<file path="config.mk">
export PLATFORM = sky130hd
export DESIGN_NAME = pc_sequencer
export DESIGN_NICKNAME = d
export VERILOG_FILES = /design/src/rtl/pc_sequencer.sv
export SDC_FILE = /design/constraint.sdc
export NUM_CORES = 1
export LEC_CHECK = 0
export CELL_PAD_IN_SITES_DETAIL_PLACEMENT = 1
export CELL_PAD_IN_SITES_GLOBAL_PLACEMENT = 2
export CORE_MARGIN = 8
export CORE_UTILIZATION = 20
export DETAILED_ROUTE_END_ITERATION = 12
export GPL_TIMING_DRIVEN = 0
export PLACE_DENSITY_LB_ADDON = 0.1
export SLEW_MARGIN = 20
export SYNTH_ARGS = -nofsm -noshare
export SYNTH_HDL_FRONTEND = slang
export SYNTH_SLANG_ARGS = --single-unit
</file>
<file path="constraint.sdc">
create_clock -name CLK -period 4.3 [get_ports CLK]
set_input_delay 0.86 -clock CLK [delete_from_list [all_inputs] [get_ports CLK]]
set_output_delay 0.86 -clock CLK [all_outputs]
set_load 0.02 [all_outputs]
</file>
<file path="src/rtl/pc_sequencer.sv">
// Major-state controller for the PDP-8 instruction cycle: fetch, optional defer, then
// jump / jump-to-subroutine / execute with optional skip. Strobes are decoded from the state register.
module pc_sequencer #(
    parameter int ADDR_W     = 12,
    parameter bit AUTOIDX_EN = 1'b0
) (
    input  logic              CLK,
    input  logic              RESET,
    input  logic              RUN,
    input  logic [ADDR_W-1:0] PC,
    input  logic [ADDR_W-1:0] PCLAT,
    input  logic [ADDR_W-1:0] MD,
    input  logic              MEM_ACK,
    input  logic              EXEC_DONE,
    input  logic              SKIP,
    output logic              PC_FETCH,
    output logic              PC_CK,
    output logic              PC_LD,
    output logic [ADDR_W-1:0] PC_IN,
    output logic              MEM_RD,
    output logic              MEM_WR,
    output logic [ADDR_W-1:0] MA,
    output logic [ADDR_W-1:0] WDATA,
    output logic [ADDR_W-1:0] IR,
    output logic [ADDR_W-1:0] EA,
    output logic              EXEC_GO,
    output logic [3:0]        STATE
);

    typedef enum logic [3:0] {
        ST_IDLE = 4'd0,
        ST_F0   = 4'd1,
        ST_F1   = 4'd2,
        ST_DEC  = 4'd3,
        ST_DEF  = 4'd4,
        ST_JWR  = 4'd5,
        ST_LDP  = 4'd6,
        ST_EXE  = 4'd7,
        ST_EXW  = 4'd8,
        ST_SKG  = 4'd9,
        ST_SKC  = 4'd10,
        ST_END  = 4'd11
    } state_t;

    state_t            state_reg, state_next;
    logic [ADDR_W-1:0] ir_reg, ir_next;
    logic [ADDR_W-1:0] ea_reg, ea_next;
    logic [ADDR_W-1:0] ea_direct;
    logic [2:0]        opcode;
    logic              wants_defer;

    // AUTOIDX_EN is a reserved parameter; elaboration stops if it is set.
    if (AUTOIDX_EN) begin : g_autoidx_reserved
        $error("pc_sequencer: AUTOIDX_EN is reserved and must be 0");
    end

    assign opcode      = ir_reg[11:9];
    assign wants_defer = (opcode < 3'd6) && ir_reg[8];

    // Offset bits come from the instruction; page bits from the fetch address when IR[7] selects current page.
    genvar gi;
    for (gi = 0; gi < ADDR_W; gi++) begin : g_ea_bit
        if (gi < 7) begin : g_offset
            assign ea_direct[gi] = ir_reg[gi];
        end else begin : g_page
            assign ea_direct[gi] = ir_reg[7] & PCLAT[gi];
        end
    end

    function automatic state_t dispatch(input logic [2:0] op);
        case (op)
            3'd5:    return ST_LDP;
            3'd4:    return ST_JWR;
            default: return ST_EXE;
        endcase
    endfunction

    always_ff @(posedge CLK) begin
        if (RESET) begin
            state_reg <= ST_IDLE;
            ir_reg    <= '0;
            ea_reg    <= '0;
        end else begin
            state_reg <= state_next;
            ir_reg    <= ir_next;
            ea_reg    <= ea_next;
        end
    end

    always_comb begin
        state_next = state_reg;
        ir_next    = ir_reg;
        ea_next    = ea_reg;
        PC_FETCH   = 1'b0;
        PC_CK      = 1'b0;
        PC_LD      = 1'b0;
        PC_IN      = '0;
        MEM_RD     = 1'b0;
        MEM_WR     = 1'b0;
        MA         = '0;
        WDATA      = '0;
        EXEC_GO    = 1'b0;

        case (state_reg)
            ST_IDLE: begin
                if (RUN) state_next = ST_F0;
            end
            ST_F0: begin
                PC_FETCH   = 1'b1;
                state_next = ST_F1;
            end
            ST_F1: begin
                MEM_RD = 1'b1;
                MA     = PCLAT;
                if (MEM_ACK) begin
                    ir_next    = MD;
                    state_next = ST_DEC;
                end
            end
            ST_DEC: begin
                ea_next = ea_direct;
                if (wants_defer) state_next = ST_DEF;
                else             state_next = dispatch(opcode);
            end
            ST_DEF: begin
                MEM_RD = 1'b1;
                MA     = ea_reg;
                if (MEM_ACK) begin
                    ea_next    = MD;
                    state_next = dispatch(opcode);
                end
            end
            ST_JWR: begin
                // PC already points past the JMS, so it is the return address.
                MEM_WR = 1'b1;
                MA     = ea_reg;
                WDATA  = PC;
                if (MEM_ACK) state_next = ST_LDP;
            end
            ST_LDP: begin
                PC_LD      = 1'b1;
                PC_IN      = (opcode == 3'd4) ? ea_reg + ADDR_W'(1) : ea_reg;
                state_next = ST_END;
            end
            ST_EXE: begin
                EXEC_GO    = 1'b1;
                state_next = ST_EXW;
            end
            ST_EXW: begin
                if (EXEC_DONE) state_next = SKIP ? ST_SKG : ST_END;
            end
            ST_SKG: begin
                state_next = ST_SKC;
            end
            ST_SKC: begin
                PC_CK      = 1'b1;
                state_next = ST_END;
            end
            ST_END: begin
                state_next = RUN ? ST_F0 : ST_IDLE;
            end
            default: begin
                state_next = ST_IDLE;
            end
        endcase
    end

    assign IR    = ir_reg;
    assign EA    = ea_reg;
    assign STATE = state_reg;

endmodule

</file>
==> flow_summary.json <==
{
  "fin_crit_ps": 3860,
  "nFillCells": 1123,
  "postCtsSetupBuffers": 0,
  "grt_max_degree": 17,
  "cts_resized": 0,
  "cp-start-kind": "register",
  "die_x_um": 112,
  "power.leakage_nw": 0.987,
  "clockBufferDepth": 2,
  "core-area_um2": 9150,
  "synth_mux_area_share_pct": 0,
  "slew_headroom_pct": 35.7,
  "hold_viol": 0,
  "grt_pass1_vias": 2434,
  "crit_family": "buffers and inverters",
  "dieArea_um2": 12700,
  "synth_ff_type": "dfxtp_1",
  "cts_tree": "built",
  "synthDistinctLibCells": 44,
  "outcome": "complete, no violations",
  "vias": 2307,
  "numCtsBuffers": 3,
  "area_growth_syn_to_layout_pct": 69.9,
  "ant_nets": 0,
  "synthArstFlopShare_pct": 0,
  "die_y_um": 112,
  "drive_gt1_share_pct": 3.78,
  "worst-path-buf-inv": 3,
  "netlist_area_um2": 1860,
  "synth_xor_area_share_pct": 4.23,
  "yosysWarnings": 0,
  "end_kind": "output pin",
  "wl_um": 9080,
  "synth-simple-area-share_pct": 36.8,
  "ys_seq_elements": 28,
  "p_total_w": 0.00135,
  "via_per_inst": 4.80,
  "numPortBuffers": 109,
  "syn_inst": 257,
  "cts-root-buf": "clkbuf_8",
  "finalWeightedCongestion": 0.735,
  "drt-initial-drc-count": 73,
  "placed_cell_area_um2": 3090,
  "max_freq_ghz": 0.259,
  "synth_top_family_by_area": "simple AND/OR/NAND/NOR gates",
  "hp-class": "register to register",
  "min_period_over_period_pct": 89.7,
  "yosysSeqAreaShare_pct": 30.1,
  "rsz0062_at_grt": "no",
  "synth-compound-area-share_pct": 22.5,
  "crit_fanout": 10,
  "first_pass_iters": 4,
  "path_class": "register to output pin",
  "skew_ps": 4.13,
  "worst_ep_arrival_time_ps": 3000,
  "final_nets": 414,
  "grt_pass1_wl_um": 14500,
  "antenna_cells": 0,
  "finalInstanceArea_um2": 3160,
  "cts_sinks": 28,
  "clk_pin_slew_ps": 110,
  "clk_latency_ps": 290,
  "antenna_found_initial": 0,
  "crit_required_ps": 3440,
  "worst_slew_pin_slew_ps": 951,
  "crit_slowest_cell": "nor4b_4",
  "critPathMaxStageDelay_ps": 640,
  "maxCapViolCount": 0,
  "power_density_nw_per_um2": 426,
  "route.detailed.drc": 0,
  "path_cells": "buf_1 -> nor4b_4 -> clkbuf_1 -> a22o_1 -> clkdlybuf4s50_1",
  "tns_ps": 0,
  "synthAdderAreaFrac_pct": 0.672,
  "dp_hpwl_um": 7210,
  "initial_core_util_pct": 20.3,
  "grt_overflow": 0,
  "peakVddDrop_mv": 0.167,
  "detail_route.wl_per_cell_um": 18.9,
  "maxSlewViolCount": 0,
  "syn_nets": 300,
  "synth_edf_count": 0,
  "setup_viol": 0,
  "htreeDepth": 1,
  "track_usage_pct": 14.4,
  "rows": 35,
  "pin_count": 112,
  "syn_area_per_cell_um2": 7.24,
  "ctsHoldBuffers": 0
}
[final timing paths]
path,start,end,slack [ps],depth (start not counted)
worst max-delay path,STATE[2],MA[9],440,5
worst min-delay path,IR[6],IR[6],480,2
worst max register to register,STATE[2],IR[0],2130,5
worst min register to register,IR[6],IR[6],480,2
[flip-flops by register name, summed over array words and instances (netlist names)]
register	flops
STATE	4
EA	12
IR	12
[report_power, final]
group	leakage, nW	total (W)	switching [W]	internal, W
sequential	0.227	0.000391	0.0000800	0.000311
combinational	0.725	0.000736	0.000407	0.000329
clock	0.0357	0.000221	0.0000958	0.000125
[cells by family after synthesis]
family          after synthesis
simple gates                134
compound gates               58
flops                        28
buf+inv                      27
xor+xnor                      9
fa+ha+maj                     1
[final cells by class]
cell class | count | area (um2) | area share [%]
well taps | 111 | 139 | 4.39
inverters | 4 | 15.0 | 0.475
repair buffers | 109 | 1090 | 34.5
clock buffers | 3 | 41.3 | 1.31
multi-input cells | 202 | 1200 | 37.8
flip-flops and latches | 28 | 561 | 17.7
plain buffers | 23 | 90.1 | 2.85
clock inverters | 1 | 30.0 | 0.949
[cell usage in the layout (no fill, tap or decap), types with 2 or more instances in the layout]
cell             instances
a211oi_1                 3
a21oi_1                 19
a22o_1                  12
a22oi_1                  2
a311oi_1                12
and2_1                  12
and3_1                   2
buf_1                    2
buf_2                    3
clkbuf_1                18
clkbuf_8                 3
clkdlybuf4s50_1        109
dfxtp_1                 28
inv_1                    4
nand2_1                 41
nand2b_1                 5
nand3_1                 22
nand4_1                  3
nor2_1                  27
nor3_1                   5
nor3b_1                  3
o22ai_1                  2
or2_2                    2
xnor2_1                  5
xor2_1                   4
[cells in the mapped netlist, types with 4 or more instances]
cell / n / area share (%)
xor2_1: 4 / 1.9
and2_1: 12 / 4.0
nand3_1: 22 / 5.9
a22o_1: 12 / 5.6
nor2_1: 27 / 5.4
clkbuf_1: 18 / 3.6
nor3_1: 5 / 1.3
dfxtp_1: 28 / 30
inv_1: 4 / 0.81
a21oi_1: 19 / 5.1
nand2b_1: 5 / 1.7
a311oi_1: 12 / 5.6
xnor2_1: 5 / 2.4
nand2_1: 41 / 8.3
[worst min-delay path, cell delays in order, from the launching register on]
cell	delay [ps]
dfxtp_1	340
nand2_1	60
a21oi_1	50
[per-stage QoR]
step           util, %  cells  worst slack (ps)  hold WS [ps]
2_1_floorplan        -    257              1470           546
3_3_place_gp      33.8    477               701           463
3_5_place_dp      33.8    477               697           469
4_1_cts           34.6    481               372           486
5_1_grt           34.6    481               272           512
6_report          34.6    481               443           480
[routing by layer]
metal / global-route usage (%) / up-vias / wire length (um)
met5: 0 / - / 0
met4: 2.70 / 0 / 94
met3: 3.01 / 6 / 519
met2: 24.2 / 63 / 4190
met1: 18.5 / 1090 / 4280
li1: - / 1148 / -
(Power assumes the default switching activity.)
